==> src/rtl/bsg_fifo_yumi_packer.sv <==
// Drains a valid/yumi FIFO read port and packs els_p words into one wide beat,
// presented downstream on valid/ready; flush_i closes a partially filled beat.
//
// state   | meaning
// COLLECT | popping words into slots 0..els_p-1, v_o low
// EMIT    | beat held on data_o/mask_o with v_o high until ready_i
module bsg_fifo_yumi_packer #(
  parameter int width_p = 16,
  parameter int els_p   = 4
) (
  input  logic                       clk_i,
  input  logic                       reset_i,
  input  logic                       v_i,
  input  logic [width_p-1:0]         data_i,
  output logic                       yumi_o,
  input  logic                       flush_i,
  output logic                       v_o,
  output logic [width_p*els_p-1:0]   data_o,
  output logic [els_p-1:0]           mask_o,
  input  logic                       ready_i
);

  localparam int lg_els_lp = $clog2(els_p + 1);

  typedef enum logic {COLLECT, EMIT} state_e;

  state_e                     state_r, state_n;
  logic [lg_els_lp-1:0]       cnt_r, cnt_n;
  logic [width_p*els_p-1:0]   data_r, data_n;
  logic [els_p-1:0]           mask_r, mask_n;
  logic                       pop;
  logic                       last_slot;

  // Pop is gated by reset so yumi_o is never asserted while the block is held in reset.
  assign pop       = (state_r == COLLECT) & v_i & ~reset_i;
  assign last_slot = (cnt_r == lg_els_lp'(els_p - 1));

  always_ff @(posedge clk_i or posedge reset_i) begin
    if (reset_i) begin
      state_r <= COLLECT;
      cnt_r   <= '0;
      data_r  <= '0;
      mask_r  <= '0;
    end else begin
      state_r <= state_n;
      cnt_r   <= cnt_n;
      data_r  <= data_n;
      mask_r  <= mask_n;
    end
  end

  always_comb begin
    state_n = state_r;
    cnt_n   = cnt_r;
    data_n  = data_r;
    mask_n  = mask_r;
    case (state_r)
      COLLECT: begin
        if (pop) begin
          for (int k = 0; k < els_p; k++) begin
            if (cnt_r == lg_els_lp'(k)) begin
              data_n[k*width_p +: width_p] = data_i;
              mask_n[k]                    = 1'b1;
            end
          end
          cnt_n = cnt_r + lg_els_lp'(1);
        end
        // A flush with nothing captured and nothing arriving has no beat to close.
        if ((pop && last_slot) || (flush_i && ((cnt_r != '0) || pop))) begin
          state_n = EMIT;
        end
      end
      EMIT: begin
        if (ready_i) begin
          state_n = COLLECT;
          cnt_n   = '0;
          data_n  = '0;
          mask_n  = '0;
        end
      end
      default: state_n = COLLECT;
    endcase
  end

  assign yumi_o = pop;
  assign v_o    = (state_r == EMIT);
  assign data_o = data_r;
  assign mask_o = mask_r;

endmodule

==> config.mk <==
export PLATFORM = sky130hd
export DESIGN_NAME = bsg_fifo_yumi_packer
export DESIGN_NICKNAME = d
export VERILOG_FILES = /design/src/rtl/bsg_fifo_yumi_packer.sv
export SDC_FILE = /design/constraint.sdc
export NUM_CORES = 1
export LEC_CHECK = 0
export CAP_MARGIN = 30
export CORE_MARGIN = 4
export CORE_UTILIZATION = 45
export CTS_CLUSTER_DIAMETER = 100
export DETAILED_ROUTE_END_ITERATION = 16
export PLACE_DENSITY = 0.86
export SKIP_CTS_REPAIR_TIMING = 1
export SLEW_MARGIN = 5
export SYNTH_ARGS = -nofsm -noshare
export SYNTH_HDL_FRONTEND = slang
export SYNTH_SLANG_ARGS = --single-unit
==> constraint.sdc <==
create_clock -name clk_i -period 5.6 [get_ports clk_i]
set_input_delay 1.12 -clock clk_i [delete_from_list [all_inputs] [get_ports clk_i]]
set_output_delay 1.12 -clock clk_i [all_outputs]
set_load 0.02 [all_outputs]
* Yosys cells after proc, flatten, opt, wreduce, memory -nomap -nowiden
Cells that the tools add are included.
Operators by class: add/subtract/negate cells 1, $mul 0, divide/modulo/power cells 0, $lt $le $gt $ge 0, eq/ne operators 9, shifts and indexed selects 0, mux-type cells 20, bitwise operators 4, reductions and logical operators 11
Operators by type and width (count):
- 64-bit two-way mux | 2
- 64-bit case mux with 2 select lines | 1
- 16-bit two-way mux | 4
- 3-bit AND reduction | 4
- 4-bit two-way mux | 2
- 4-bit case mux with 2 select lines | 1
- 3-bit by 2-bit equality test with 1-bit output (second input constant) | 2
- 1-bit two-way mux | 6
- 3-bit two-way mux | 2
- 2-bit by 1-bit inequality test with 1-bit output (second input constant) | 3
- 2-bit inequality test (second input constant) | 3
- 3-bit case mux with 2 select lines | 1
- 3-bit by 1-bit adder with 3-bit output (second input constant) | 1
- 3-bit by 1-bit equality test with 1-bit output (second input constant) | 1
- 3-bit zero test | 1
- 3-bit nonzero test | 1
- 1-bit AND | 2
- 1-bit logical AND | 2
- 1-bit logical OR | 2
- 1-bit NOT | 2
- 1-bit case mux with 2 select lines | 1
- 2-bit AND reduction | 1
Word-level totals: bits in registers 72, latch bits 0, memory bits (writable) 0, memory bits (read-only) 0, input port bits 21, word-level logic and storage cells 55, memories kept 0

* Longest topological paths before layout
Gate-level depths: netlist of the first run.
word-level depth 8, gate-level depth with buffers 7, depth with buffers taken out 5

* Worst setup path before layout of the first run
OpenSTA, ideal clock, no wires.
path type input-to-reg, start in reset_i, end reg state_r (netlist: v_o), arrival 2.999 ns, setup slack 2.517 ns, stages 3, buffers on the path 0, path through inv_1 -> a31oi_1 -> a21boi_0
Between the ends: cells in the longest elaborated chain, start to end 7, elaborated cells on any way between the ends 8, classes of those cells mux (2); bitwise (2); reduce/logical (4)
Ends and longest elaborated chain:
- start: declaration | RTL line 12 | input logic reset_i,
- 1-bit NOT * | RTL line 35 | assign pop = (state_r == COLLECT) & v_i & ~reset_i;
- 1-bit AND * | RTL line 35
- 1-bit logical OR | RTL line 69 | if ((pop && last_slot) || (flush_i && ((cnt_r != '0) || pop))) begin
- 1-bit logical AND | RTL line 69
- 1-bit logical OR * | RTL line 69
- 1-bit two-way mux * | RTL line 69
- 1-bit case mux with 2 select lines * | RTL line 57 | case (state_r)
- net state_n | RTL line 27 | state_e state_r, state_n;
- end signal: assignment | RTL line 45 | state_r <= state_n;
- end: declaration | RTL line 27
The timed path passes the listed nets; every way through them passes the cells marked *. A chain may end at the register's enable or synchronous reset.

* Worst setup path after layout of the first run
start in reset_i, end out yumi_o
Between the ends: cells in the longest elaborated chain, start to end 2
Ends and longest elaborated chain:
- 1-bit NOT | RTL line 35
- 1-bit AND | RTL line 35
- end: declaration | RTL line 15 | output logic yumi_o,
Every way passes these cells.

==> metrics.txt, run 1 <==
die height=90.6 um; NetSw=0.697 mW; critical path data required time=4.48 ns; WP data arrival=2.92 ns; Initial Util=a little under half; Power Dens Cells=442 nW/um^2; nets@finish=428; most used cell, CP=clkdlybuf4s50_1; internal power=between 1 and 1.5 mW; final setup vio count=0; CP peak stage delay=0.62 ns; clock slew at reported path FFs=0.07 ns; TritonCTS Buffers=9; DRC=0; combinational share of power=39.8%; first drt pass iteration count=4; P&R area growth vs syn=35.5%; total gr overflow=0; Cell Count Post-Placement=467; # IOs=91; asr flop ratio synth=100%; Vias per Instance=approximately 5.5; Synth Register Bits=between 70 and 80; commonest register cell after synthesis=dfrtp_1; Fin Setup TNS=0 ns; initial antenna violation count=0; CP startpoint kind=input port; WL final=roughly 8.2 mm; status=finished, final reports clean; Period minus WS final=a little over 4 ns; number of flops mapped to enable cells by yosys=0; die width=90.6 um; Root Buffer=clkbuf_8; hold_ws=0.493 ns; clk_lat worst skew=0.34 ns; ANT cells=0; Fin. Hold Viols=0; Longest Clk Path Bufs=2; Post-Layout Cell Count=~480; gpl congestion=around 0.84; Net Sw Frac=37.9%; DRT iter0 DRCs=131; vias in the first global route=2563; HP Class=reg2reg; clock skew=~0.012 ns; max frequency=around 0.25 GHz; # rows=29; CTS tree=done; fill count=just over 500; gr usage total=around 20%; Mapped Nets=349; CP Capture Type=output pin; Max Slew Vio Count=0; Final HPWL DP=5.58 mm; Flop pwr share=40.5%; Synth Instances=between 300 and 400; Worst-Margin Slew=0.715 ns; Slew headroom=between 50% and 60%; port bufs=90; synth warn=0; Clk pwr share=19.8%; synthesized area=3070 sq um; H-tree Lvls=3; Total Power=1.84 mW; pin count of the biggest net entering global routing=73; Pleak=1.81 nW; fraction of layout cells with a size suffix above 1=5.91%; Yosys cell types=23; post-route ant nets=0; RSZ-0062 raised after global routing=false; via count=2635; global-route wire length before repair=about 13 mm; Core Box Area=6490 sq um; crit share post-route=72.1%; crit-path cells=clkdlybuf4s50_1, or3b_4, inv_2, clkdlybuf4s50_1; Max-Cap Viols=0; die area=slightly above 8000 sq um; Max IR drop VDD=0.000218 V; worst-path fanout max=22; critical setup path kind=in2out; Mean Syn Cell Area=roughly 9.5 sq um; slowest CP cell=clkdlybuf4s50_1; CTS Sinks=72; Seq/Total Area, Yosys=58.8%; routed len/inst=about 17 um
==> critical path: cells and delay by family <==
| family | cells | cell delay, ns |
|---|---|---|
| buffers and inverters | 3 | 1.25 |
| and+or+nand+nor | 1 | 0.54 |
==> power groups by stage <==
stage / Combinational, mW / Sequential, mW / Clock (mW)
final: 0.731 / 0.743 / 0.363
after global routing: 0.780 / 0.761 / 0.395
after CTS: 0.736 / 0.743 / 0.367
after detailed placement: 0.733 / 0.750 / 0
after global placement: 0.714 / 0.745 / 0
after floorplan: 0.238 / 0.889 / 0
==> per-layer routing <==
metal | wire length, um | global-route usage (%) | vias to the layer above
met5 | 0 | 0 | -
met4 | 73 | 6.25 | 0
met3 | 446 | 4.42 | 8
met2 | 3840 | 30.6 | 89
met1 | 3850 | 29.3 | 1302
li1 | - | - | 1236
==> flip-flops by register name, indices dropped and copies added (netlist names) <==
name and cells:
cnt_r 3, data_o 64, mask_o 4, v_o 1
==> kinds of logic (layout without fill, tap and decap cells) <==
family | Yosys count | count (layout) | synth area share [%]
AND/OR/NAND/NOR | 111 | 111 | 16.6
AO/OA/AOI/OAI | 88 | 88 | 16.0
flip-flops | 72 | 72 | 58.8
buffers and inverters | 47 | 130 | 6.53
adder cells (fa/ha/maj) | 5 | 5 | 2.04
==> cells in the final DEF, fill, tap and decap left out, types with 3 or more instances in the layout <==
cell / n
clkdlybuf4s50_1: 90
dfrtp_1: 72
nand2_1: 68
o21ai_0: 47
nand3_1: 35
o21ai_1: 20
inv_1: 19
o211ai_1: 16
clkbuf_8: 11
ha_1: 5
buf_4: 3
==> layout make-up <==
| type | count | area (sq um) | area share, % |
|---|---|---|---|
| clock buffers | 12 | 155 | 3.73 |
| clock inverters | 3 | 17.5 | 0.422 |
| inverters | 21 | 78.8 | 1.90 |
| multi-input cells | 204 | 1070 | 25.7 |
| flip-flops and latches | 72 | 1800 | 43.4 |
| well taps | 77 | 96.3 | 2.32 |
| repair buffers | 94 | 938 | 22.6 |
==> synth_stat cells (2+ instances only) <==
cell type | instances | area, sq um
nand3_1 | 35 | 175
o211ai_1 | 16 | 120
inv_1 | 20 | 75.1
o21a_1 | 2 | 15.0
buf_4 | 2 | 15.0
dfrtp_1 | 72 | 1800
clkbuf_1 | 16 | 60.1
o21ai_0 | 47 | 235
buf_2 | 7 | 35.0
ha_1 | 5 | 62.6
nand2_1 | 69 | 259
and2_1 | 2 | 12.5
o21ai_1 | 20 | 100
==> metrics by stage <==
stage,utilization (%),worst slack (ns),area (sq um)
final,64.0,1.56,4160
after global routing,64.0,1.53,4160
after CTS,63.7,1.57,4140
after detailed placement,61.1,1.57,3970
after global placement,61.1,1.60,3970
after floorplan,-,2.52,3070
==> worst paths after layout <==
kind | from | end | slack (ns) | cells after the start
setup / recovery | reset_i | yumi_o | 1.56 | 4
setup reg to reg | cnt_r[0]$_DFFE_PP0P_ | data_o[45]$_DFFE_PP0P_ | 3.56 | 4
min in group asynchronous | reset_i | v_o$_DFF_PP0_ | 1.28 | 2
max in group asynchronous | reset_i | cnt_r[0]$_DFFE_PP0P_ | 3.31 | 3
hold / removal | mask_o[1]$_DFFE_PP0P_ | mask_o[1]$_DFFE_PP0P_ | 0.49 | 1
hold reg to reg | mask_o[1]$_DFFE_PP0P_ | mask_o[1]$_DFFE_PP0P_ | 0.49 | 1
Power figures use the tool's default switching activity.
==> run 2: changes to the inputs <==
- CORE_UTILIZATION: 45 -> 42
- PLACE_DENSITY: 0.86 -> 0.84
- clock period: 5.6 -> 3.4 ns (I/O delays scaled with it)
==> run 2 against run 1 <==
Global-route usage shrank 0.086 points. Final cell count up 5.2%. Critical path depth stayed put. Worst setup slack got worse by 1.2 ns. Non-clock buffer count increased by 5. Count of clock-buffer cells in the layout rose by 1. Flip-flop and latch count stayed put. Sequential power is 64% higher. Design area increased by 2.4%. Via count shrank 0.11%. Largest power group unchanged.
==> metrics.txt, run 2 (synthesis results as in run 1) <==
CTS Sinks=72; finished layout cell area=roughly 4300 sq um; max frequency=0.332 GHz; gr usage total=between 20% and 30%; DRC=0; HP Class=reg2reg; crit share post-route=88.5%; vias in the first global route=2631; WL met1=~3.8 mm; nets@finish=433; via count=2632; Post-Layout Cell Count=508; Power Dens Cells=733 nW/um^2; die width=between 90 and 100 um; first drt pass iteration count=5; CTS tree=done; cell count of the worst reg-to-reg path=4; worst-path fanout max=4; most frequent cells in the layout=90 x clkdlybuf4s50_1, 72 x dfrtp_1, 68 x nand2_1; Fin Setup TNS=0 ns; pin count of the biggest net entering global routing=73; fraction of layout cells with a size suffix above 1=7.04%; clock slew at reported path FFs=approximately 0.07 ns; Slew headroom=53.7%; H-tree Lvls=3; reg2reg setup slack=1.33 ns; P&R area growth vs syn=38.8%; Max-Cap Viols=0; CP startpoint kind=input port; ANT cells=0; # rows=30; Worst-Margin Slew=approximately 0.70 ns; clk_lat worst skew=0.34 ns; Total Power=3.12 mW; Fin. Hold Viols=0; total gr overflow=0; port bufs=90; Initial Util=44.2%; gpl congestion=0.805; Detail Route met2 WL=slightly below 4 mm; critical path data required time=2.72 ns; r2r startpoint=cnt_r[0]$_DFFE_PP0P_; pre-CTS setup slack=0.401 ns; die area=8730 sq um; # IOs=91; CP Capture Type=output pin; Core Box Area=6940 sq um; die height=around 93 um; Reg2Reg Capture Point=data_o[38]$_DFFE_PP0P_; WL final=8.40 mm; Root Buffer=clkbuf_8; max reg flops=64; hold path start=mask_o[1]$_DFFE_PP0P_; Final Core Density=between 60% and 70%; post-route ant nets=0; Period minus WS final=3.01 ns; initial antenna violation count=0; critical setup path kind=in2out; Vias per Instance=5.18; hold_ws=0.483 ns; Cell Count Post-Placement=491; commonest non-fill, non-tap cell in the layout=clkdlybuf4s50_1; Pleak=1.85 nW; Longest Clk Path Bufs=2; DR top layer=met4; RSZ-0062 raised after global routing=false; Max Slew Vio Count=0; status=finished, final reports clean; Final HPWL DP=~5.7 mm; Worst Hold End=mask_o[1]$_DFFE_PP0P_; final setup margin=0.390 ns; routed len/inst=16.5 um; global-route wire length before repair=13.8 mm; Placed Area=4030 sq um; WP data arrival=2.33 ns; TritonCTS Buffers=9; clock skew=0.00882 ns; Crit. Startpoint=reset_i; met3 routed WL=just under 600 um; Max IR drop VDD=between 0.0003 and 0.0004 V; final setup vio count=0; DRT iter0 DRCs=148; WHS Path Cells=1
==> run 2: worst max-delay path, stage by stage <==
cell,delay [ns]
clkdlybuf4s50_1,0.52
or3b_4,0.43
inv_2,0.10
clkdlybuf4s50_1,0.60
==> run 2: per-layer routing <==
metal / track usage (%) / up-vias
li1: - / 1250
met1: 29.8 / 1248
met4: 6.84 / 0
met3: 4.67 / 16
met2: 29.1 / 118
met5: 0 / -
==> run 2: power breakdown <==
part / internal (mW) / leakage, nW / switching [mW]
sequential: 1.07 / 0.986 / 0.149
clock: 0.377 / 0.103 / 0.302
combinational: 0.523 / 0.762 / 0.698
==> run 2: layout make-up <==
cell class | count | area, sq um
inverters | 21 | 78.8
clock inverters | 3 | 40.0
multi-input cells | 204 | 1070
repair buffers | 99 | 988
well taps | 96 | 120
flip-flops and latches | 72 | 1800
clock buffers | 13 | 159
fillers | 589 | 2690
==> run 2: worst max path at each step <==
stage                         end  slack [ns]  cells past startpoint
floorplan           v_o$_DFF_PP0_        0.76                      3
global placement           yumi_o        0.45                      4
detailed placement         yumi_o        0.40                      4
CTS                        yumi_o        0.39                      4
global route               yumi_o        0.36                      4
finish                     yumi_o        0.39                      4
